$ cat config.mk
export PLATFORM = sky130hd
export DESIGN_NAME = ti_sbox_serdes
export DESIGN_NICKNAME = d
export VERILOG_FILES = /design/src/rtl/ti_pkg.sv /design/src/rtl/ti_frame_shifter.sv /design/src/rtl/ti_sbox_serdes.sv
export SDC_FILE = /design/constraint.sdc
export NUM_CORES = 1
export LEC_CHECK = 0
export ABC_AREA = 0
export BUFFER_PORTS_ARGS = -buffer_cell sky130_fd_sc_hd__buf_2
export CORE_ASPECT_RATIO = 1.5
export CORE_UTILIZATION = 50
export DETAILED_ROUTE_END_ITERATION = 8
export GPL_ROUTABILITY_DRIVEN = 0
export HOLD_SLACK_MARGIN = 0.1
export PLACE_DENSITY_LB_ADDON = 0.25
export SYNTH_ARGS = -nofsm -noshare
export SYNTH_HDL_FRONTEND = slang
export SYNTH_SLANG_ARGS = --single-unit
$ cat constraint.sdc
create_clock -name clk -period 3.8 [get_ports clk]
set_input_delay 0.76 -clock clk [delete_from_list [all_inputs] [get_ports clk]]
set_output_delay 0.76 -clock clk [all_outputs]
set_load 0.05 [all_outputs]
$ cat src/rtl/ti_pkg.sv
// Shared types and helpers for the masked S-box serial front/back end.
package ti_pkg;

  typedef enum logic [1:0] {
    LOAD  = 2'd0,
    WAIT  = 2'd1,
    DRAIN = 2'd2
  } state_t;

  localparam int W_DEF        = 8;
  localparam int NSHARES_DEF  = 3;
  localparam int NRAND_DEF    = 2;
  localparam int CORE_LAT_DEF = 2;

  // MSB bit position of slot k in a bus of nslots words of w bits; slot 0 is the top word.
  function automatic int slot_msb(input int nslots, input int w, input int k);
    return (nslots - k) * w - 1;
  endfunction

endpackage

$ cat src/rtl/ti_frame_shifter.sv
// NTOT-slot frame load register: word k lands in slot k, in_first restarts at slot 0.
module ti_frame_shifter
  import ti_pkg::*;
#(
  parameter int W    = W_DEF,
  parameter int NTOT = NSHARES_DEF + NRAND_DEF
) (
  input  logic              clk,
  input  logic              rst,
  input  logic              wr,
  input  logic              first,
  input  logic [W-1:0]      data,
  output logic [NTOT*W-1:0] frame,
  output logic              done,
  output logic              resync
);

  localparam int IW = $clog2(NTOT + 1);

  logic [IW-1:0] idx;
  logic [IW-1:0] wr_idx;

  always_comb begin
    wr_idx = first ? '0 : idx;
    done   = wr && (wr_idx == IW'(NTOT - 1));
    // Only a restart that abandons already-loaded words is an error.
    resync = wr && first && (idx != '0);
  end

  always_ff @(posedge clk) begin
    if (rst) begin
      idx   <= '0;
      frame <= '0;
    end else if (wr) begin
      idx <= done ? '0 : wr_idx + 1'b1;
      for (int k = 0; k < NTOT; k++) begin
        if (wr_idx == IW'(k)) frame[slot_msb(NTOT, W, k) -: W] <= data;
      end
    end
  end

endmodule

$ cat src/rtl/ti_sbox_serdes.sv
// Serial front/back end for a masked S-box core: load frame, launch, wait, drain shares.
module ti_sbox_serdes
  import ti_pkg::*;
#(
  parameter int W        = W_DEF,
  parameter int NSHARES  = NSHARES_DEF,
  parameter int NRAND    = NRAND_DEF,
  parameter int CORE_LAT = CORE_LAT_DEF
) (
  input  logic                         clk,
  input  logic                         rst,
  input  logic                         in_valid,
  input  logic                         in_first,
  input  logic [W-1:0]                 in_data,
  output logic                         in_ready,
  output logic [(NSHARES+NRAND)*W-1:0] core_din,
  output logic                         core_start,
  input  logic [NSHARES*W-1:0]         core_dout,
  output logic                         out_valid,
  output logic [W-1:0]                 out_data,
  output logic                         out_last,
  input  logic                         out_ready,
  output logic                         frame_err,
  output logic                         busy
);

  localparam int NTOT = NSHARES + NRAND;
  localparam int WCW  = $clog2(CORE_LAT + 1);
  localparam int DCW  = $clog2(NSHARES + 1);

  // Handshakes: a word moves on in_valid && in_ready, a share on out_valid && out_ready;
  // a producer holds valid and data stable until its transfer happens.
  state_t                 state, next_state;
  logic [WCW-1:0]         wait_cnt;
  logic [DCW-1:0]         drain_cnt;
  logic [NSHARES*W-1:0]   out_reg;
  logic                   accept;
  logic                   out_hs;
  logic                   frame_done;
  logic                   resync;
  logic                   lat_hit;

  ti_frame_shifter #(
    .W    (W),
    .NTOT (NTOT)
  ) u_shifter (
    .clk    (clk),
    .rst    (rst),
    .wr     (accept),
    .first  (in_first),
    .data   (in_data),
    .frame  (core_din),
    .done   (frame_done),
    .resync (resync)
  );

  always_comb begin
    in_ready   = (state == LOAD);
    busy       = (state != LOAD);
    out_valid  = (state == DRAIN);
    accept     = in_valid && in_ready;
    out_hs     = out_valid && out_ready;
    lat_hit    = (wait_cnt == WCW'(CORE_LAT));
    core_start = (state == WAIT) && (wait_cnt == '0);
    out_last   = out_valid && (drain_cnt == DCW'(NSHARES - 1));
  end

  always_comb begin
    out_data = '0;
    if (state == DRAIN) begin
      for (int j = 0; j < NSHARES; j++) begin
        if (drain_cnt == DCW'(j)) out_data = out_reg[slot_msb(NSHARES, W, j) -: W];
      end
    end
  end

  always_comb begin
    next_state = state;
    case (state)
      LOAD:    if (frame_done) next_state = WAIT;
      WAIT:    if (lat_hit) next_state = DRAIN;
      DRAIN:   if (out_hs && out_last) next_state = LOAD;
      default: next_state = LOAD;
    endcase
  end

  always_ff @(posedge clk) begin
    if (rst) state <= LOAD;
    else     state <= next_state;
  end

  always_ff @(posedge clk) begin
    if (rst) begin
      wait_cnt  <= '0;
      drain_cnt <= '0;
      out_reg   <= '0;
      frame_err <= 1'b0;
    end else begin
      frame_err <= resync;
      if (state == WAIT) begin
        if (lat_hit) begin
          out_reg  <= core_dout;
          wait_cnt <= '0;
        end else begin
          wait_cnt <= wait_cnt + 1'b1;
        end
      end
      if (out_hs) drain_cnt <= out_last ? '0 : drain_cnt + 1'b1;
    end
  end

endmodule

-- Word level (Yosys, flattened, before mapping)
Index checks and enable logic that the tools add are counted.
- word-level logic and storage cells: 59
- register bits after elaboration: 74
- bits of input ports: 37
- output and inout bits: 54
- add/subtract/negate cells: 3
- reduce and logical (&&, ||, !) cells: 21
- mux-type cells: 12
- equal/unequal tests: 12
- operator list (operator ; count):
    two-way mux 8 bit ; 4
    AND reduction 2 bit ; 6
    two-way mux 2 bit ; 5
    logical AND 1 bit ; 8
    equality test 2 bit, second input constant ; 3
    equality test 3 x 2 -> 1 bit, second input constant ; 2
    logical NOT 2 bit ; 3
    two-way mux 3 bit ; 2
    one-hot mux 2 bit (3 select lines) ; 1
    adder 2 x 1 -> 2 bit, second input constant ; 2
    equality test 2 x 1 -> 1 bit, second input constant ; 2
    != test 2 x 1 -> 1 bit, second input constant ; 2
    adder 3 x 1 -> 3 bit, second input constant ; 1
    equality test 3 x 1 -> 1 bit, second input constant ; 1
    equality test 3 bit, second input constant ; 1
    logical NOT 3 bit ; 1
    AND reduction 3 bit ; 1
    nonzero test 3 bit ; 1
    != test 2 bit, second input constant ; 1
    nonzero test 2 bit ; 1

-- Longest topological paths before layout
- depth after elaboration: 5
- mapped depth: 8
- depth with buffers taken out: 7

-- Modules after synthesis
Synthesis repeated with hierarchy kept, for this count alone.
- cell total of the unflattened synthesis: 347
- area, all modules: 3158.0 um2
- by module, submodules not included (module ; area an instance (um2) ; cells an instance ; instances ; seq. area each (um2)):
    ti_frame_shifter ; 1757.9 ; 176 ; 1 ; 860.8
    ti_sbox_serdes ; 1400.1 ; 171 ; 1 ; 620.6

-- Worst setup path after synthesis
OpenSTA, ideal clock, no wires.
- path kind: flip-flop to output port
- start point: register state[1]
- end point: output core_start
- required time: 3.040 ns
- setup slack: 0.880 ns
- data arrival time: 2.160 ns
- buffers on the path: 1
- cell stages (with the launch flop): 3
- path through: dfxtp_1 > buf_6 > nor4b_1
- cells in the longest elaborated chain, start to end: 2
- ends and longest elaborated chain (item ; line ; source):
    start, declared ; ti_sbox_serdes.sv:33 ; state_t state, next_state;
    start signal, assigned ; ti_sbox_serdes.sv:89 ; else state <= next_state;
    equality test 2 x 1 -> 1 bit ; ti_sbox_serdes.sv:64 ; core_start = (state == WAIT) && (wait_cnt == '0);
    logical AND 1 bit ; ti_sbox_serdes.sv:64 ;
    end, declared ; ti_sbox_serdes.sv:17 ; output logic core_start,
Every way passes these cells.

-- Worst setup path after layout
- start point: register state[1]
- end point: output out_last
- cells in the longest elaborated chain, start to end: 2
- ends and longest elaborated chain (item ; line ; source):
    equality test 2 bit ; ti_sbox_serdes.sv:60 ; out_valid = (state == DRAIN);
    logical AND 1 bit ; ti_sbox_serdes.sv:65 ; out_last = out_valid && (drain_cnt == DCW'(NSHARES - 1));
    end, declared ; ti_sbox_serdes.sv:21 ; output logic out_last,
Every way passes these cells.

==> report_table.html <==
<table>
<tr><th>Metric</th><th>Value</th></tr>
<tr><th colspan="2">Run status</th></tr>
<tr><td>Result of the run</td><td>finished clean</td></tr>
<tr><th colspan="2">Drt</th></tr>
<tr><td>Routed wirelength normalized by instance count</td><td>13.5 µm</td></tr>
<tr><td>Final wirelength</td><td>6760 µm</td></tr>
<tr><td>Routed via count divided by cell count</td><td>5.12</td></tr>
<tr><td>Number of design rule violations left after detail routing</td><td>0</td></tr>
<tr><td>Detailed-router iteration count before antenna repair</td><td>4</td></tr>
<tr><td>Starting DRT DRC Count</td><td>114</td></tr>
<tr><td>Number of routed nets with antenna violations</td><td>0</td></tr>
<tr><td>Via count</td><td>2560</td></tr>
<tr><th colspan="2">Finish</th></tr>
<tr><td>Register area</td><td>1480 µm²</td></tr>
<tr><td>Number of antenna cells inserted</td><td>0</td></tr>
<tr><td>Number of flip-flops in the largest register</td><td>40</td></tr>
<tr><td>Fill cell count</td><td>553</td></tr>
<tr><td>Area of the multi-input gates</td><td>1580 µm²</td></tr>
<tr><td>Synth-to-layout area growth</td><td>21.3%</td></tr>
<tr><td>Net total in the final layout</td><td>463</td></tr>
<tr><td>Share of final-layout standard cells stronger than drive strength 1</td><td>0.270</td></tr>
<tr><th colspan="2">Setup path</th></tr>
<tr><td>Critical path arrival</td><td>2.06 ns</td></tr>
<tr><td>Depth of the worst register-to-register path</td><td>3</td></tr>
<tr><td>Reg2Reg Capture Point</td><td>out_reg[0]</td></tr>
<tr><td>Timing endpoint of the critical path</td><td>out_last</td></tr>
<tr><td>Kind of start point of the critical path</td><td>flop</td></tr>
<tr><td>Critical Path Fanout Max</td><td>12</td></tr>
<tr><td>Category of the critical setup timing path</td><td>flop to output pin</td></tr>
<tr><td>FF-to-FF setup slack</td><td>1.80 ns</td></tr>
<tr><td>Required time of the worst setup path</td><td>3.04 ns</td></tr>
<tr><td>Startpoint of the lowest-slack register-to-register path</td><td>state[0]</td></tr>
<tr><td>Launch point of the worst path</td><td>state[1]</td></tr>
<tr><td>Nature of the critical path endpoint</td><td>output pin</td></tr>
<tr><th colspan="2">Synth</th></tr>
<tr><td>Post-synth top area share</td><td>0.467</td></tr>
<tr><td>Largest area contributor in the netlist</td><td>dfxtp_1</td></tr>
<tr><td>Primary FF master, synth</td><td>dfxtp_1</td></tr>
<tr><td>Top cells by instance count after synthesis</td><td>dfxtp_1 (74), nand2_1 (59), mux2i_1 (49)</td></tr>
<tr><td>Count of flip-flops with a built-in enable after synthesis</td><td>0</td></tr>
<tr><td>Cell area after synthesis</td><td>3170 µm²</td></tr>
<tr><td>Number of distinct standard cells referenced by the synthesized netlist</td><td>29</td></tr>
<tr><td>Number of flip-flops and latches in the synthesized netlist</td><td>74</td></tr>
<tr><td>Net Count, Synth</td><td>385</td></tr>
<tr><td>Share of the yosys chip area belonging to registers</td><td>0.467</td></tr>
<tr><td>YS warnings</td><td>0</td></tr>
<tr><td>Post-Syn Instances</td><td>343</td></tr>
<tr><td>Cell with the most instances after synthesis</td><td>dfxtp_1</td></tr>
<tr><td>Ranking of synthesized cells by area</td><td>dfxtp_1 (47%), mux2i_1 (15%), nand2b_1 (8.7%)</td></tr>
<tr><td>Syn avg cell area</td><td>9.25 µm²</td></tr>
<tr><td>Fraction of registers with async set or reset after synthesis</td><td>0</td></tr>
<tr><th colspan="2">Clock tree</th></tr>
<tr><td>Clock Sink Count</td><td>74</td></tr>
<tr><td>Count of hold-fix buffers inserted at cts</td><td>0</td></tr>
<tr><td>Number of gates given a new drive strength after cts</td><td>0</td></tr>
<tr><td>TritonCTS clock tree</td><td>done</td></tr>
<tr><td>CTS Root Buffer Type</td><td>clkbuf_8</td></tr>
<tr><td>Number of buffers between clock root and the deepest sink</td><td>2</td></tr>
<tr><td>Clock transition at the registers of the reported paths</td><td>0.07 ns</td></tr>
<tr><td>Number of H-tree branching levels</td><td>3</td></tr>
<tr><td>Setup repair bufs after CTS</td><td>0</td></tr>
<tr><td>Clock latency on the worst-skew pair</td><td>0.34 ns</td></tr>
<tr><td>Inserted Clock Buffers</td><td>9</td></tr>
<tr><th colspan="2">Timing</th></tr>
<tr><td>Shortest period the worst path allows</td><td>2.82 ns</td></tr>
<tr><td>Final-report hold violation count</td><td>0</td></tr>
<tr><td>Worst clock skew</td><td>0.0114 ns</td></tr>
<tr><td>Worst-margin pin slew</td><td>1.02 ns</td></tr>
<tr><td>Number of pins exceeding their max-slew limit in the final report</td><td>0</td></tr>
<tr><td>Final setup fails</td><td>0</td></tr>
<tr><td>Final sum of negative setup slack</td><td>0 ns</td></tr>
<tr><td>Final period util</td><td>0.743</td></tr>
<tr><td>Minimum hold slack</td><td>0.459 ns</td></tr>
<tr><td>Slew headroom</td><td>0.322</td></tr>
<tr><td>Unrepaired setup endpoints after global routing</td><td>no</td></tr>
<tr><td>F_max</td><td>354 MHz</td></tr>
<tr><th colspan="2">Global routing</th></tr>
<tr><td>Vias in the first global route</td><td>2422</td></tr>
<tr><td>Initial antenna violation count</td><td>0</td></tr>
<tr><td>Pin count of the biggest net entering global routing</td><td>71</td></tr>
<tr><td>Overall track demand over capacity in global routing</td><td>0.219</td></tr>
<tr><td>GRT Residual Overflow</td><td>0</td></tr>
<tr><td>Global-route wire length before repair</td><td>11000 µm</td></tr>
<tr><th colspan="2">Min path</th></tr>
<tr><td>Worst min-delay path class</td><td>flop to flop</td></tr>
<tr><td>Cells on Worst Hold Path</td><td>2</td></tr>
<tr><th colspan="2">Die</th></tr>
<tr><td>Total I/O pin count</td><td>91</td></tr>
<tr><td>Die Wd</td><td>67.1 µm</td></tr>
<tr><td>Initial standard-cell utilization of the core</td><td>0.518</td></tr>
<tr><td>Standard-cell rows</td><td>35</td></tr>
<tr><td>Area enclosed by the die boundary</td><td>6680 µm²</td></tr>
<tr><td>Height of the die</td><td>99.6 µm</td></tr>
<tr><td>Core ar.</td><td>6130 µm²</td></tr>
<tr><th colspan="2">Power and ir drop</th></tr>
<tr><td>Power Dens Cells</td><td>416 nW/µm²</td></tr>
<tr><td>Max rail drop VDD</td><td>0.301 mV</td></tr>
<tr><td>Cell leakage power</td><td>0.00171 µW</td></tr>
<tr><td>Total power of the final layout</td><td>1600 µW</td></tr>
<tr><th colspan="2">Place</th></tr>
<tr><td>DP HPWL</td><td>4790 µm</td></tr>
<tr><td>Port bufs</td><td>90</td></tr>
<tr><th colspan="2">Run</th></tr>
<tr><td>Number of max-cap violations</td><td>0</td></tr>
</table>
## final cells by class
type                            instances  share of cell area
Inverter                                4             0.00390
Clock buffer                           11              0.0367
Timing Repair Buffer                   92               0.121
Sequential cell                        74               0.385
Tap cell                               74              0.0240
Multi-Input combinational cell        240               0.409
Clock inverter                          5              0.0201
## worst min-delay path by stage
stage,from,slack (ns),end
after floorplan,out_reg[16],0.44,out_reg[16]
after global placement,out_reg[0],0.44,out_reg[0]
after detailed placement,out_reg[4],0.45,out_reg[4]
after CTS,out_reg[4],0.46,out_reg[4]
after global routing,out_reg[9],0.48,out_reg[9]
final,out_reg[4],0.46,out_reg[4]
## critical path: stages, from the launching register on
cell and delay, ns:
dfxtp_1 0.61, nor2b_1 0.61, and3b_1 0.25, buf_2 0.25
## per-layer routing
metal / GRT usage / share of wire / up-vias
met2: 0.379 / 0.50 / 80
met3: 0.0550 / 0.055 / 12
met5: 0 / 0 / -
met4: 0.108 / 0.019 / 0
li1: - / - / 1298
met1: 0.238 / 0.42 / 1170
## cells in the final DEF, fill, tap and decap left out, types with 2 or more instances in the layout
cell type / count
and2_1: 8
buf_4: 2
buf_2: 90
clkinv_2: 2
nand3_2: 3
dfxtp_1: 74
a21oi_1: 31
mux2i_1: 49
nand2_1: 59
nand3b_1: 2
nand2b_1: 44
nor3_1: 2
bufinv_16: 2
clkbuf_8: 10
a2111oi_0: 2
inv_1: 4
nor4bb_1: 2
nor2_1: 14
ha_1: 5
o22ai_1: 8
## power by group
group | switching, µW | internal (µW) | leakage (µW)
registers | 8.79 | 789 | 0.000598
logic | 92.0 | 49.0 | 0.00101
clock network | 277 | 386 | 0.000109
## through the flow
| step | cells | cell area [µm²] | utilization | setup WS (ns) |
|---|---|---|---|---|
| 2_1_floorplan | 343 | 3170 | - | 0.880 |
| 3_3_place_gp | 484 | 3630 | 0.592 | 1.39 |
| 3_5_place_dp | 484 | 3630 | 0.592 | 1.35 |
| 4_1_cts | 500 | 3850 | 0.628 | 0.980 |
| 5_1_grt | 500 | 3850 | 0.628 | 0.853 |
| 6_report | 500 | 3850 | 0.628 | 0.978 |
## cells by family after synthesis
group                    synth area share
AND/OR/NAND/NOR                     0.245
buffers and inverters              0.0414
multiplexers                        0.155
flip-flops                          0.467
adder cells (fa/ha/maj)            0.0197
AO/OA/AOI/OAI                      0.0725
No activity file was read; power rests on OpenSTA's default activity.
